File: config.mk
export PLATFORM = sky130hd
export DESIGN_NAME = cla_addsub_pipe_flat
export DESIGN_NICKNAME = d
export VERILOG_FILES = /design/src/rtl/cla_addsub_pipe_if.sv /design/src/rtl/cla_addsub_pipe.sv /design/src/flat_wrapper.sv
export SDC_FILE = /design/constraint.sdc
export NUM_CORES = 1
export LEC_CHECK = 0
export ABC_CLOCK_PERIOD_IN_PS = 2990
export BUFFER_PORTS_ARGS = -buffer_cell sky130_fd_sc_hd__buf_2
export CORE_MARGIN = 3
export CORE_UTILIZATION = 55
export DETAILED_ROUTE_END_ITERATION = 7
export PLACE_DENSITY = 0.89
export SYNTH_ARGS = -nofsm -noshare
export SYNTH_HDL_FRONTEND = slang
export SYNTH_SLANG_ARGS = --single-unit
File: constraint.sdc
create_clock -name clk_i -period 2.99 [get_ports clk_i]
set_input_delay 0.598 -clock clk_i [delete_from_list [all_inputs] [get_ports clk_i]]
set_output_delay 0.598 -clock clk_i [all_outputs]
set_load 0.05 [all_outputs]
File: src/rtl/cla_addsub_pipe_if.sv
// Operand/result bus for cla_addsub_pipe.
// Signal names follow the adder's point of view: *_i are driven into the adder, *_o out of it.
//   valid_i/ready_o   operand handshake (a_i, b_i, sub_i)
//   valid_o/ready_i   result handshake (sum_o, co_o, ovf_o, zero_o)
// Modports: slave = the adder, master = the operand source / result consumer.
interface cla_addsub_pipe_if #(
    parameter int unsigned WIDTH = 16
);
    logic             valid_i;
    logic             ready_o;
    logic [WIDTH-1:0] a_i;
    logic [WIDTH-1:0] b_i;
    logic             sub_i;
    logic             valid_o;
    logic             ready_i;
    logic [WIDTH-1:0] sum_o;
    logic             co_o;
    logic             ovf_o;
    logic             zero_o;

    modport slave (
        input  valid_i, a_i, b_i, sub_i, ready_i,
        output ready_o, valid_o, sum_o, co_o, ovf_o, zero_o
    );

    modport master (
        output valid_i, a_i, b_i, sub_i, ready_i,
        input  ready_o, valid_o, sum_o, co_o, ovf_o, zero_o
    );
endinterface

File: src/rtl/cla_addsub_pipe.sv
// Two-stage pipelined WIDTH-bit adder/subtractor with carry lookahead over 4-bit groups.
// Stage 1 registers per-bit propagate/generate, carry-in and per-group P/G.
// Stage 2 registers sum, carry out, signed overflow and zero flag.
// Ports:
//   clk_i   rising-edge clock
//   rst_i   synchronous active-high reset
//   bus_io  operand/result handshake bus (slave side), see cla_addsub_pipe_if
module cla_addsub_pipe #(
    parameter int unsigned WIDTH = 16
) (
    input logic              clk_i,
    input logic              rst_i,
    cla_addsub_pipe_if.slave bus_io
);

    localparam int NumGroups = WIDTH / 4;

    if ((WIDTH % 4) != 0 || WIDTH < 4 || WIDTH > 32) begin : gen_width_check
        $error("cla_addsub_pipe: WIDTH must be a multiple of 4 in 4..32");
    end

    // Stage 1 state
    logic                 s1_valid_q, s1_valid_d;
    logic [WIDTH-1:0]     p_q, p_d;
    logic [WIDTH-1:0]     g_q, g_d;
    logic                 cin_q, cin_d;
    logic [NumGroups-1:0] gp_q, gp_d;
    logic [NumGroups-1:0] gg_q, gg_d;

    // Stage 2 state
    logic                 valid_q, valid_d;
    logic [WIDTH-1:0]     sum_q, sum_d;
    logic                 co_q, co_d;
    logic                 ovf_q, ovf_d;
    logic                 zero_q, zero_d;

    // Combinational stage results
    logic [WIDTH-1:0]     b_x, p_x, g_x;
    logic [NumGroups-1:0] gp_x, gg_x;
    logic [NumGroups:0]   gc;     // carry into each group; gc[NumGroups] is the carry out
    logic [WIDTH:0]       c;      // carry into each bit; c[WIDTH] is the carry out
    logic [WIDTH-1:0]     sum_x;
    logic                 co_x, ovf_x, zero_x;

    logic                 s1_load, s2_load;

    // Handshake / advance
    assign s2_load        = !valid_q || bus_io.ready_i;
    assign s1_load        = !s1_valid_q || s2_load;
    assign bus_io.ready_o = s1_load;

    // Stage 1: subtraction as A + ~B + 1, then per-bit and per-group P/G
    always_comb begin
        b_x  = bus_io.b_i ^ {WIDTH{bus_io.sub_i}};
        p_x  = bus_io.a_i ^ b_x;
        g_x  = bus_io.a_i & b_x;
        gp_x = '0;
        gg_x = '0;
        for (int k = 0; k < NumGroups; k++) begin
            gp_x[k] = &p_x[4*k +: 4];
            gg_x[k] = g_x[4*k+3]
                    | (p_x[4*k+3] & g_x[4*k+2])
                    | (p_x[4*k+3] & p_x[4*k+2] & g_x[4*k+1])
                    | (p_x[4*k+3] & p_x[4*k+2] & p_x[4*k+1] & g_x[4*k]);
        end
    end

    // Stage 2: carries in flat sum-of-products lookahead form, first across groups,
    // then inside each group starting from that group's carry-in.
    always_comb begin
        logic term;
        logic cc;
        term = 1'b0;
        cc   = 1'b0;
        gc   = '0;
        c    = '0;

        for (int k = 0; k <= NumGroups; k++) begin
            term = cin_q;
            for (int m = 0; m < k; m++) begin
                term = term & gp_q[m];
            end
            cc = term;
            for (int j = 0; j < k; j++) begin
                term = gg_q[j];
                for (int m = j + 1; m < k; m++) begin
                    term = term & gp_q[m];
                end
                cc = cc | term;
            end
            gc[k] = cc;
        end

        for (int k = 0; k < NumGroups; k++) begin
            c[4*k] = gc[k];
            for (int i = 1; i < 4; i++) begin
                term = gc[k];
                for (int m = 0; m < i; m++) begin
                    term = term & p_q[4*k+m];
                end
                cc = term;
                for (int j = 0; j < i; j++) begin
                    term = g_q[4*k+j];
                    for (int m = j + 1; m < i; m++) begin
                        term = term & p_q[4*k+m];
                    end
                    cc = cc | term;
                end
                c[4*k+i] = cc;
            end
        end
        c[WIDTH] = gc[NumGroups];

        sum_x  = p_q ^ c[WIDTH-1:0];
        co_x   = c[WIDTH];
        ovf_x  = c[WIDTH] ^ c[WIDTH-1];
        zero_x = ~|sum_x;
    end

    // Next state: data registers only change when a real beat moves in, so outputs keep
    // their last value while valid_o is low.
    always_comb begin
        s1_valid_d = s1_valid_q;
        p_d        = p_q;
        g_d        = g_q;
        cin_d      = cin_q;
        gp_d       = gp_q;
        gg_d       = gg_q;
        valid_d    = valid_q;
        sum_d      = sum_q;
        co_d       = co_q;
        ovf_d      = ovf_q;
        zero_d     = zero_q;

        if (s1_load) begin
            s1_valid_d = bus_io.valid_i;
            if (bus_io.valid_i) begin
                p_d   = p_x;
                g_d   = g_x;
                cin_d = bus_io.sub_i;
                gp_d  = gp_x;
                gg_d  = gg_x;
            end
        end

        if (s2_load) begin
            valid_d = s1_valid_q;
            if (s1_valid_q) begin
                sum_d  = sum_x;
                co_d   = co_x;
                ovf_d  = ovf_x;
                zero_d = zero_x;
            end
        end
    end

    always_ff @(posedge clk_i) begin
        if (rst_i) begin
            s1_valid_q <= 1'b0;
            p_q        <= '0;
            g_q        <= '0;
            cin_q      <= 1'b0;
            gp_q       <= '0;
            gg_q       <= '0;
            valid_q    <= 1'b0;
            sum_q      <= '0;
            co_q       <= 1'b0;
            ovf_q      <= 1'b0;
            zero_q     <= 1'b0;
        end else begin
            s1_valid_q <= s1_valid_d;
            p_q        <= p_d;
            g_q        <= g_d;
            cin_q      <= cin_d;
            gp_q       <= gp_d;
            gg_q       <= gg_d;
            valid_q    <= valid_d;
            sum_q      <= sum_d;
            co_q       <= co_d;
            ovf_q      <= ovf_d;
            zero_q     <= zero_d;
        end
    end

    assign bus_io.valid_o = valid_q;
    assign bus_io.sum_o   = sum_q;
    assign bus_io.co_o    = co_q;
    assign bus_io.ovf_o   = ovf_q;
    assign bus_io.zero_o  = zero_q;

endmodule
File: src/flat_wrapper.sv
// flat-port wrapper written by rule: the top's interface ports become plain ports
module cla_addsub_pipe_flat 
#(
    parameter int unsigned WIDTH = 16
)
  (clk_i, rst_i, bus_io_valid_i, bus_io_a_i, bus_io_b_i, bus_io_sub_i, bus_io_ready_i, bus_io_ready_o, bus_io_valid_o, bus_io_sum_o, bus_io_co_o, bus_io_ovf_o, bus_io_zero_o);
  cla_addsub_pipe_if #(.WIDTH(WIDTH)) bus_io_i ();
  input logic clk_i;
  input logic rst_i;
  input wire logic [$bits(bus_io_i.valid_i)-1:0] bus_io_valid_i;
  input wire logic [$bits(bus_io_i.a_i)-1:0] bus_io_a_i;
  input wire logic [$bits(bus_io_i.b_i)-1:0] bus_io_b_i;
  input wire logic [$bits(bus_io_i.sub_i)-1:0] bus_io_sub_i;
  input wire logic [$bits(bus_io_i.ready_i)-1:0] bus_io_ready_i;
  output wire logic [$bits(bus_io_i.ready_o)-1:0] bus_io_ready_o;
  output wire logic [$bits(bus_io_i.valid_o)-1:0] bus_io_valid_o;
  output wire logic [$bits(bus_io_i.sum_o)-1:0] bus_io_sum_o;
  output wire logic [$bits(bus_io_i.co_o)-1:0] bus_io_co_o;
  output wire logic [$bits(bus_io_i.ovf_o)-1:0] bus_io_ovf_o;
  output wire logic [$bits(bus_io_i.zero_o)-1:0] bus_io_zero_o;
  assign bus_io_i.valid_i = bus_io_valid_i;
  assign bus_io_i.a_i = bus_io_a_i;
  assign bus_io_i.b_i = bus_io_b_i;
  assign bus_io_i.sub_i = bus_io_sub_i;
  assign bus_io_i.ready_i = bus_io_ready_i;
  assign bus_io_ready_o = bus_io_i.ready_o;
  assign bus_io_valid_o = bus_io_i.valid_o;
  assign bus_io_sum_o = bus_io_i.sum_o;
  assign bus_io_co_o = bus_io_i.co_o;
  assign bus_io_ovf_o = bus_io_i.ovf_o;
  assign bus_io_zero_o = bus_io_i.zero_o;
  cla_addsub_pipe #(.WIDTH(WIDTH)) u_core (.clk_i(clk_i), .rst_i(rst_i), .bus_io(bus_io_i));
endmodule
; Yosys cells after proc, flatten, opt, wreduce, memory -nomap -nowiden
; Cells that the tools add are included.
[classes]
n_bitwise = 105
reduce_logical = 12
[ops]
columns = op, count
row1 = $and A1 B1 Y1, 54
row2 = $xor A16 B16 Y16, 3
row3 = $or A1 B1 Y1, 46
row4 = $and A16 B16 Y16, 1
row5 = $reduce_and A4 Y1, 4
row6 = $reduce_or A16 Y1, 1
row7 = $reduce_and A2 Y1, 2
row8 = $logic_not A1 Y1, 3
row9 = $logic_or A1 B1 Y1, 2
row10 = $xor A1 B1 Y1, 1
[totals]
reg_bits = 61
in_bits = 37
output_inout_bits = 21
wordCells = 128

; Depth between registers and ports, before layout
; Gate-level depths: netlist of run 1.
[logic_depth]
ltp_word = 15
depth_mapped = 9
depth_no_buf = 9

; Worst setup path after synthesis of run 1
; No wires, ideal clock.
[synth_path]
kind = flip-flop to flip-flop
start = register u_core.gp_q[0]
end = register u_core.zero_q (netlist: u_core.bus_io.zero_o)
arrival_ns = 2.167
t_required_ns = 2.920
setup_slack_ns = 0.753
path_stages_with_launch = 10
path_buffers = 0
cell_sequence = dfxtp_1 a21o_1 a21o_1 a21o_1 ha_1 or4_1 a21oi_1 nor4b_2 nand4_1 a21oi_1
[synth_lines]
columns = item, line_no
row1 = start: declaration, cla_addsub_pipe.sv:27  ; logic [NumGroups-1:0] gp_q, gp_d;
row2 = start signal: assignment, cla_addsub_pipe.sv:175  ; gp_q <= gp_d;
row3 = $and A1 B1 Y1 (3 in series), cla_addsub_pipe.sv:81  ; term = term & gp_q[m];
row4 = $or A1 B1 Y1 (3 in series), cla_addsub_pipe.sv:89  ; cc = cc | term;
row5 = $xor A16 B16 Y16, cla_addsub_pipe.sv:114  ; sum_x = p_q ^ c[WIDTH-1:0];
row6 = named net u_core.sum_x[12], cla_addsub_pipe.sv:42  ; logic [WIDTH-1:0] sum_x;
row7 = $reduce_or A16 Y1, cla_addsub_pipe.sv:117  ; zero_x = ~|sum_x;
row8 = $logic_not A1 Y1, cla_addsub_pipe.sv:117
row9 = end signal: assignment, cla_addsub_pipe.sv:181  ; zero_q <= zero_d;
row10 = end: declaration, cla_addsub_pipe.sv:35  ; logic zero_q, zero_d;
; The timed path passes the listed nets, and every way through them passes these cells.
; A chain may end at the register's enable or synchronous reset.

; Worst setup path in the final report of run 1
[layout_path]
start = register u_core.cin_q
end = register u_core.zero_q (netlist: u_core.bus_io.zero_o)
[layout_lines]
columns = item, line_no
row1 = start: declaration, cla_addsub_pipe.sv:26  ; logic cin_q, cin_d;
row2 = start signal: assignment, cla_addsub_pipe.sv:174  ; cin_q <= cin_d;
row3 = $and A1 B1 Y1 (3 in series), cla_addsub_pipe.sv:81
row4 = $or A1 B1 Y1 (3 in series), cla_addsub_pipe.sv:89
row5 = $xor A16 B16 Y16, cla_addsub_pipe.sv:114
row6 = named net u_core.sum_x[12], cla_addsub_pipe.sv:42
row7 = $reduce_or A16 Y1, cla_addsub_pipe.sv:117
row8 = $logic_not A1 Y1, cla_addsub_pipe.sv:117
; The timed path passes the listed nets, and every way through them passes these cells.

==> flow_summary.yaml, run 1 <==
hold_path:
  min_path_type: "flip-flop to flip-flop"
flow_run:
  cap_violations: 0
clocking:
  root_buffer: "clkbuf_8"
  path_clk_slew_ps: 60
  cts-resized-gates: 0
  cts_tree: "done"
  clock_path_buffers: 2
  cts-buffers-inserted: 9
  post-cts-setup-buffers: 0
  clkSinkCount: 58
  htreeDepth: 3
  holdBufCountCts: 0
  clock_latency_ps: 340
cells_and_area:
  diodes: 0
  area_growth_pct: 17.53
  final_common_cell: "nand2_1"
  fillCellCount: 417
  drive_above_1_share: 0.1890
  layout_common_cells: "nand2_1, a21oi_1, dfxtp_1"
  fin_nets: 471
die:
  dieArea_um2: 6107
  dieHeight_um: 78.15
  die_w_um: 78.15
  row_count: 25
  coreArea_um2: 4880
  initial_core_util: 0.5867
  io_pins: 58
grt:
  grt_max_degree: 40
  use_met3: 0.05849
  antenna_found_initial: 0
  grt_pass1_vias: 2416
  grt-busiest-layer: "met2"
  grtUsageMet2: 0.3510
  grt_pass1_wl_um: 11320
  overflow: 0
  grt_usage: 0.2362
  grt_use_met1: 0.3273
timing:
  fin_crit_sh: 0.8112
  maxSlewHeadroom: 0.6759
  max_freq_ghz: 0.4123
  hold_viol: 0
  fin_tns_setup_ps: 0
  finalCriticalPeriod_ps: 2426
  finalClockSkew_ps: 5.106
  maxSlewViolCount: 0
  timing.final.setup_violations: 0
  rsz0062_at_grt: "no"
  setup_ws_ps: 564.5
  worstMarginPinSlew_ps: 485.1
placement:
  dp_slack_ps: 611.1
  dp.final_hpwl_um: 4899
  place_congestion: 0.8523
  portBuffers: 57
power_and_ir_drop:
  p_clk_frac: 0.341
  leakagePower_nw: 1.569
  combinationalPowerShare: 0.190
  seqPwrFrac: 0.469
  p_sw_frac: 0.2940
  p_switching_mw: 0.5379
  p_per_area_nw_per_um2: 543.7
  vdd_ir_drop_max_uv: 301.3
  intPower_mw: 1.291
setup_path:
  arrival_ps: 2700
  worstPathMaxFanout: 4
  end_kind: "flip-flop"
  crit_path_start_kind: "flip-flop"
  critical_path_class: "flip-flop to flip-flop"
  crit_required_ps: 3260
logic_synthesis:
  ys.flop_type: "dfxtp_1"
  synth-edff-count: 0
  async_flop_share: 0
  ys_ff_latch: 58
  synth_fp_nets: 416
  netlist_instances: 359
  synthDistinctLibCells: 34
  syn_area_per_cell_um2: 7.974
  yosys_warnings: 0
  netlist_area_um2: 2863
  synth-seq-area-share: 0.4056
routing:
  drc: 0
  drt_iter0_drc: 180
  dr.pass1.iters: 5
  wire_per_inst_um: 13.78
  dr_total_vias: 2692
  drt-total-wl_um: 6685
  via_per_inst: 5.551
  route.antenna.remaining_nets: 0
status:
  status: "completed"
-- power by group through the flow --
stage | clock network [mW] | registers [mW] | logic (mW)
2_1_floorplan | 0 | 0.907 | 0.207
3_3_place_gp | 0 | 0.870 | 0.336
3_5_place_dp | 0 | 0.873 | 0.343
4_1_cts | 0.636 | 0.857 | 0.347
5_1_grt | 0.676 | 0.863 | 0.390
6_report | 0.623 | 0.858 | 0.348
-- kinds of logic (layout without fill, tap and decap cells) --
| family | count (synthesis) | in the layout | synth area share |
|---|---|---|---|
| simple gates | 142 | 142 | 0.2229 |
| compound gates | 100 | 100 | 0.1989 |
| flops | 58 | 58 | 0.4056 |
| buf+inv | 21 | 80 | 0.03016 |
| fa+ha+maj | 20 | 20 | 0.08741 |
| xor+xnor | 18 | 18 | 0.05507 |
-- routing by layer --
metal	part of all wire	up-vias	wire length (um)
met5	0	-	0
met4	0.020	0	133
met3	0.097	16	646
met2	0.45	136	2976
met1	0.44	1190	2929
li1	-	1350	-
-- layout make-up --
cell class	count	area (um2)	area share
Sequential cell	58	1161	0.3451
Clock inverter	3	15.01	0.004463
Timing Repair Buffer	62	322.8	0.09595
Multi-Input combinational cell	280	1615	0.4801
Clock buffer	12	155.1	0.04611
Inverter	3	11.26	0.003347
Tap cell	67	83.83	0.02492
-- path summary, 6_finish.rpt --
kind                            slack (ps)                                 from                                  end  cells after the start
worst min register to register         450  u_core.bus_io.sum_o[1]$_SDFFE_PP0P_  u_core.bus_io.sum_o[1]$_SDFFE_PP0P_                      2
worst max register to register         560            u_core.cin_q$_SDFFE_PP0P_    u_core.bus_io.zero_o$_SDFFE_PP0P_                      9
worst min-delay path                   450  u_core.bus_io.sum_o[1]$_SDFFE_PP0P_  u_core.bus_io.sum_o[1]$_SDFFE_PP0P_                      2
worst max-delay path                   560            u_core.cin_q$_SDFFE_PP0P_    u_core.bus_io.zero_o$_SDFFE_PP0P_                      9
-- synthesized netlist by cell type, drive strengths merged (5+ instances only) --
library cell	count	share of area
ha	20	0.087
clkbuf	11	0.014
a21o	7	0.018
dfxtp	58	0.41
nor2b	5	0.011
a21oi	62	0.11
buf	7	0.012
nand2	94	0.12
o211a	5	0.017
or3	6	0.013
nand3	6	0.010
nor2	13	0.017
xor2	16	0.049
o21ai	17	0.030
-- per-stage QoR --
stage	utilization	cell area [um2]	instances	hold slack (ps)	total power [mW]
after floorplan	-	2863	359	432.0	1.114
after detailed placement	0.6546	3194	470	445.4	1.216
after global routing	0.6895	3364	485	473.9	1.928
after global placement	0.6546	3194	470	441.9	1.205
after CTS	0.6895	3364	485	453.7	1.839
final	0.6895	3364	485	451.2	1.829
-- worst max-delay path: stages, from the launching register on --
cell and delay (ps):
dfxtp_1 330, a21o_1 170, a21o_1 190, a21o_1 220, ha_1 330, or4_1 520, a21oi_1 120, nor4b_2 190
nand4_1 130, a21oi_1 150
-- state kept, by name, summed over array words and instances, names as in the netlist --
register,count
u_core.bus_io.ovf_o,1
u_core.cin_q,1
u_core.bus_io.zero_o,1
u_core.bus_io.sum_o,16
u_core.gg_q,4
u_core.g_q,12
u_core.bus_io.valid_o,1
u_core.p_q,16
u_core.s1_valid_q,1
u_core.bus_io.co_o,1
u_core.gp_q,4
(Power assumes the default switching activity.)
==> run 2: changes to the inputs <==
--- a/config.mk
+++ b/config.mk
@@ -5,12 +5,13 @@
 export SDC_FILE = /design/constraint.sdc
 export NUM_CORES = 1
 export LEC_CHECK = 0
-export ABC_CLOCK_PERIOD_IN_PS = 2990
+export ABC_AREA = 1
+export ABC_CLOCK_PERIOD_IN_PS = 2400
 export BUFFER_PORTS_ARGS = -buffer_cell sky130_fd_sc_hd__buf_2
 export CORE_MARGIN = 3
 export CORE_UTILIZATION = 55
 export DETAILED_ROUTE_END_ITERATION = 7
-export PLACE_DENSITY = 0.89
+export PLACE_DENSITY = 0.88
 export SYNTH_ARGS = -nofsm -noshare
 export SYNTH_HDL_FRONTEND = slang
 export SYNTH_SLANG_ARGS = --single-unit
==> constraint.sdc (replaced) <==
create_clock -name clk_i -period 2.4 [get_ports clk_i]
set_input_delay 0.48 -clock clk_i [delete_from_list [all_inputs] [get_ports clk_i]]
set_output_delay 0.48 -clock clk_i [all_outputs]
set_load 0.05 [all_outputs]
==> flow_summary.yaml, run 2 <==
hold_path:
  min_from: "u_core.g_q[5]$_SDFFE_PP0P_"
  min_to: "u_core.g_q[5]$_SDFFE_PP0P_"
  min_path_type: "flip-flop to flip-flop"
  whs_path_depth: 2
logic_synthesis:
  yosysTopAreaCell: "dfxtp_1"
  async_flop_share: 0
  synthDistinctLibCells: 29
  ys.flop_type: "dfxtp_1"
  yosysTopAreaCellShare: 0.3748
  synth_area_leaders: "dfxtp_1, ha_1, nand2_1"
  synth_commonest_cells: "dfxtp_1, nand2_1, inv_1, nor2_1, o21ai_0"
  ys_ff_latch: 58
  netlist_instances: 397
  synth.most_common_cell: "dfxtp_1"
  synth-seq-area-share: 0.3748
  netlist_area_um2: 3098
  synth-edff-count: 0
  synth_fp_nets: 454
  yosys_warnings: 0
  syn_area_per_cell_um2: 7.803
grt:
  grt_pass1_vias: 2767
  overflow: 0
  grt_usage: 0.2415
  grt_max_degree: 42
  antenna_found_initial: 0
  grt_pass1_wl_um: 12210
routing:
  route.antenna.remaining_nets: 0
  dr.pass1.iters: 4
  drt_iter0_drc: 167
  dr_total_vias: 2847
  drc: 0
  drt-total-wl_um: 7191
  via_per_inst: 5.423
  wire_per_inst_um: 13.70
power_and_ir_drop:
  p_per_area_nw_per_um2: 702.4
  vdd_ir_drop_max_uv: 442.9
  leakagePower_nw: 1.730
die:
  dieHeight_um: 81.05
  coreArea_um2: 5270
  initial_core_util: 0.5878
  die_w_um: 81.05
  dieArea_um2: 6569
  row_count: 26
  io_pins: 58
cells_and_area:
  diodes: 0
  final_util: 0.6719
  seqCellArea_um2: 1161
  drive_above_1_share: 0.2352
  fillCellCount: 441
  multi_input_area_um2: 1619
  layout_common_cells: "dfxtp_1, buf_2, nand2_1"
  fin_nets: 507
  area_growth_pct: 14.30
  finalNonFillerCells: 525
  final_common_cell: "dfxtp_1"
clocking:
  cts-buffers-inserted: 9
  cts_tree: "done"
  clock_latency_ps: 330
  root_buffer: "clkbuf_8"
  clkSinkCount: 58
  holdBufCountCts: 0
  cts-resized-gates: 0
  clock_path_buffers: 2
  path_clk_slew_ps: 60
  post-cts-setup-buffers: 0
  htreeDepth: 3
setup_path:
  crit_buf_inv: 1
  crit_required_ps: 2670
  r2r_start: "u_core.gp_q[0]$_SDFFE_PP0P_"
  path_cells: "a21o_1, a21o_1, ha_1, inv_1, nand4_1, nor2_1, nand3_1, nor2_1, nand2_1, a21oi_2"
  worstPathMaxFanout: 3
  slowest_delay_ps: 350
  rr_endpoint: "u_core.bus_io.zero_o$_SDFFE_PP0P_"
  r2r_slack_ps: 510
  arrival_ps: 2160
  crit_start: "u_core.gp_q[0]$_SDFFE_PP0P_"
  critical_path_class: "flip-flop to flip-flop"
  worstRegToRegCells: 10
  crit_family: "simple AND/OR/NAND/NOR gates"
  crit_path_start_kind: "flip-flop"
  slowest_stage: "dfxtp_1"
  end_kind: "flip-flop"
placement:
  place_congestion: 0.8503
  portBuffers: 57
  dp.final_hpwl_um: 5381
  dp.cells: 509
timing:
  timing.final.setup_violations: 0
  fin_crit_sh: 0.7884
  finalClockSkew_ps: 8.566
  rsz0062_at_grt: "no"
  finalCriticalPeriod_ps: 1892
  fin_tns_setup_ps: 0
  hold_viol: 0
  maxSlewViolCount: 0
  maxSlewHeadroom: 0.6841
  worstMarginPinSlew_ps: 473.9
  max_freq_ghz: 0.5285
flow_run:
  cap_violations: 0
status:
  status: "completed"
-- run 2: cell types whose count changed after synthesis, moves of 6 or more --
cell | before | now
nand2_1 | 94 | 55
inv_1 | 3 | 41
a21oi_1 | 61 | 27
nor2_1 | 13 | 40
o21ai_0 | 17 | 39
nand3_1 | 6 | 22
a21oi_2 | 1 | 15
nand2_2 | 0 | 12
nand4_1 | 1 | 11
clkbuf_1 | 11 | 3
or3_1 | 6 | 0
-- run 2: final cells by class --
| class | count | share of cell area |
|---|---|---|
| tap | 70 | 0.02473 |
| clock buffer | 13 | 0.03922 |
| clock inverter | 3 | 0.01131 |
| multi-input combinational | 278 | 0.4572 |
| inverter | 43 | 0.04558 |
| sequential | 58 | 0.3279 |
| timing repair buffer | 60 | 0.09399 |
-- run 2: stage by stage --
stage,power (mW),area (um2),hold WS [ps],setup slack (ps)
final,2.487,3541,471.4,507.9
after global routing,2.609,3541,494.9,426.6
after CTS,2.495,3541,466.4,528.7
after detailed placement,1.658,3362,463.2,496.6
after global placement,1.632,3362,460.1,610.9
after floorplan,1.520,3098,444.4,664.0
-- run 2: worst max path at each step --
| stage | slack (ps) | endpoint | depth (start not counted) |
|---|---|---|---|
| final | 510 | u_core.bus_io.zero_o$_SDFFE_PP0P_ | 10 |
| after global placement | 610 | u_core.gp_q[1]$_SDFFE_PP0P_ | 7 |
| after global routing | 430 | u_core.bus_io.zero_o$_SDFFE_PP0P_ | 10 |
| after detailed placement | 500 | u_core.gg_q[0]$_SDFFE_PP0P_ | 7 |
| after CTS | 530 | u_core.bus_io.zero_o$_SDFFE_PP0P_ | 10 |
| after floorplan | 660 | u_core.g_q[10]$_SDFFE_PP0P_ | 6 |
-- run 2: worst min-delay path: cells and delay by family (launching register included) --
family | cells | cell delay [ps]
DFF | 1 | 310
buffers and inverters | 1 | 60
AOI/OAI and AO/OA | 1 | 50
-- run 2: kinds of logic (layout without fill, tap and decap cells) --
logic type                 Yosys count  count (layout)  share of synthesized area
xor gates and xnor gates            16              16                    0.04523
adders and majority gates           20              20                    0.08078
AOI/OAI and AO/OA                   96              96                     0.1826
and+or+nand+nor                    146             146                     0.2141
DFF                                 58              58                     0.3748
buffers and inverters               61             119                     0.1026
-- run 2: routing by layer --
layer / part of all wire / wire [um] / vias up / GRT usage
met2: 0.50 / 3576 / 99 / 0.4228
met5: 0 / 0 / - / 0
met1: 0.41 / 2978 / 1310 / 0.2766
met3: 0.067 / 482 / 16 / 0.06208
li1: - / - / 1422 / -
met4: 0.021 / 153 / 0 / 0.1047
-- run 2: power by group --
part           internal, mW  switching [mW]
combinational         0.190           0.368
clock                 0.478           0.364
sequential             1.04          0.0511
total                  1.70           0.783
==> run 3: changes to the inputs <==
--- a/config.mk
+++ b/config.mk
@@ -6,7 +6,7 @@
 export NUM_CORES = 1
 export LEC_CHECK = 0
 export ABC_AREA = 1
-export ABC_CLOCK_PERIOD_IN_PS = 2400
+export ABC_CLOCK_PERIOD_IN_PS = 1800
 export BUFFER_PORTS_ARGS = -buffer_cell sky130_fd_sc_hd__buf_2
 export CORE_MARGIN = 3
 export CORE_UTILIZATION = 55
==> constraint.sdc (replaced) <==
create_clock -name clk_i -period 1.8 [get_ports clk_i]
set_input_delay 0.36 -clock clk_i [delete_from_list [all_inputs] [get_ports clk_i]]
set_output_delay 0.36 -clock clk_i [all_outputs]
set_load 0.05 [all_outputs]
==> flow_summary.yaml, run 3 (same netlist as run 2, synthesis figures left out) <==
status:
  status: "completed"
routing:
  drc: 0
  wire_per_inst_um: 13.48
  via_per_inst: 5.386
  drt_iter0_drc: 132
  dr_total_vias: 2844
  drt-total-wl_um: 7119
  dr.pass1.iters: 4
  route.antenna.remaining_nets: 0
setup_path:
  path_cells: "a21o_1, a21o_1, ha_2, nand2_2, nand3_2, nand2_2, nand3_2, nand2_4, nand2_2, nor2_2, nand2_1, a21oi_2"
  crit_top_cell: "nand2_2"
  worstPathMaxFanout: 4
  arrival_ps: 2020
  crit_required_ps: 2080
  crit_path_start_kind: "flip-flop"
  critical_path_class: "flip-flop to flip-flop"
  slowest_delay_ps: 340
  r2r_slack_ps: 60
  end_kind: "flip-flop"
  slowest_stage: "dfxtp_2"
hold_path:
  min_path_type: "primary input to flip-flop"
grt:
  antenna_found_initial: 0
  grt_pass1_wl_um: 11760
  grt_pass1_vias: 2713
  grt_max_degree: 30
  grt_usage: 0.2340
  overflow: 0
die:
  coreArea_um2: 5270
  initial_core_util: 0.5878
  dieArea_um2: 6569
  die_w_um: 81.05
  dieHeight_um: 81.05
  row_count: 26
  io_pins: 58
timing:
  maxSlewHeadroom: 0.6784
  max_freq_ghz: 0.5755
  fin_tns_setup_ps: 0
  hold_viol: 0
  maxSlewViolCount: 0
  rsz0062_at_grt: "yes"
  finalCriticalPeriod_ps: 1738
  finalClockSkew_ps: 9.438
  timing.final.setup_violations: 0
  worstMarginPinSlew_ps: 482.4
  fin_crit_sh: 0.9654
cells_and_area:
  diodes: 0
  layout_common_cells: "buf_2, nand2_1, dfxtp_1"
  area_growth_pct: 16.40
  finalNonFillerCells: 528
  fin_nets: 511
  final_common_cell: "buf_2"
  drive_above_1_share: 0.2642
clocking:
  root_buffer: "clkbuf_8"
  cts-buffers-inserted: 9
  path_clk_slew_ps: 60
  holdBufCountCts: 0
  clock_path_buffers: 2
  htreeDepth: 3
  cts_tree: "done"
  clock_latency_ps: 340
  clkSinkCount: 58
placement:
  portBuffers: 57
  dp.final_hpwl_um: 5205
  dp.cells: 512
  place_congestion: 0.8531
power_and_ir_drop:
  p_per_area_nw_per_um2: 951.4
  vdd_ir_drop_max_uv: 447.4
  leakagePower_nw: 1.763
flow_run:
  cap_violations: 0
[run 3: cell count changes in the layout (fill, tap and decap cells not counted), sizes merged]
cell,delta
buf,+4
clkinv,-1
[run 3: repair_timing]
item	in CTS	in global routing
resized for setup	1	9
gates cloned	0	0
setup buffers	0	1
setup endpoints to repair	1	3
pin swaps	1	4
[run 3: path summary, 6_finish.rpt]
check | startpoint | end | cells past startpoint
setup / recovery | u_core.cin_q$_SDFFE_PP0P_ | u_core.bus_io.zero_o$_SDFFE_PP0P_ | 12
hold / removal | bus_io_ready_i | u_core.s1_valid_q$_SDFFE_PP0N_ | 4
setup reg to reg | u_core.cin_q$_SDFFE_PP0P_ | u_core.bus_io.zero_o$_SDFFE_PP0P_ | 12
hold reg to reg | u_core.p_q[3]$_SDFFE_PP0P_ | u_core.p_q[3]$_SDFFE_PP0P_ | 2
[run 3: cell type report]
class,instances,area (um2)
sequential,58,1166
fill,431,1664
clock inverter,2,35.03
tap,70,87.58
timing repair buffer,64,350.3
inverter,43,161.4
multi-input combinational,278,1637
clock buffer,13,168.9
[run 3: power by group]
part,internal (mW),switching (mW)
combinational,0.258,0.490
sequential,1.38,0.0692
clock,0.743,0.487
[run 3: per-stage QoR]
stage,hold slack (ps),util,power [mW],instance area (um2),setup slack [ps]
after floorplan,444.4,-,2.026,3098,64.02
after global placement,456.3,0.6398,2.179,3372,111.7
after detailed placement,464.5,0.6398,2.205,3372,31.45
after CTS,343.8,0.6790,3.431,3578,39.74
after global routing,360.2,0.6842,3.611,3606,-62.77
final,356.1,0.6842,3.431,3606,62.32
[run 3: critical path, delay by kind of cell (launching register included)]
| kind | cells | cell delay (ps) |
|---|---|---|
| and+or+nand+nor | 8 | 670 |
| DFF | 1 | 340 |
| adders and majority gates | 1 | 200 |
| AOI/OAI and AO/OA | 3 | 460 |
[run 3: layer usage]
metal  GRT usage  vias to the layer above  part of all wire
met3     0.07095                       15             0.068
met4      0.1301                        0             0.023
li1            -                     1436                 -
met1      0.2772                     1302              0.43
met5           0                        -                 0
met2      0.3768                       91              0.48
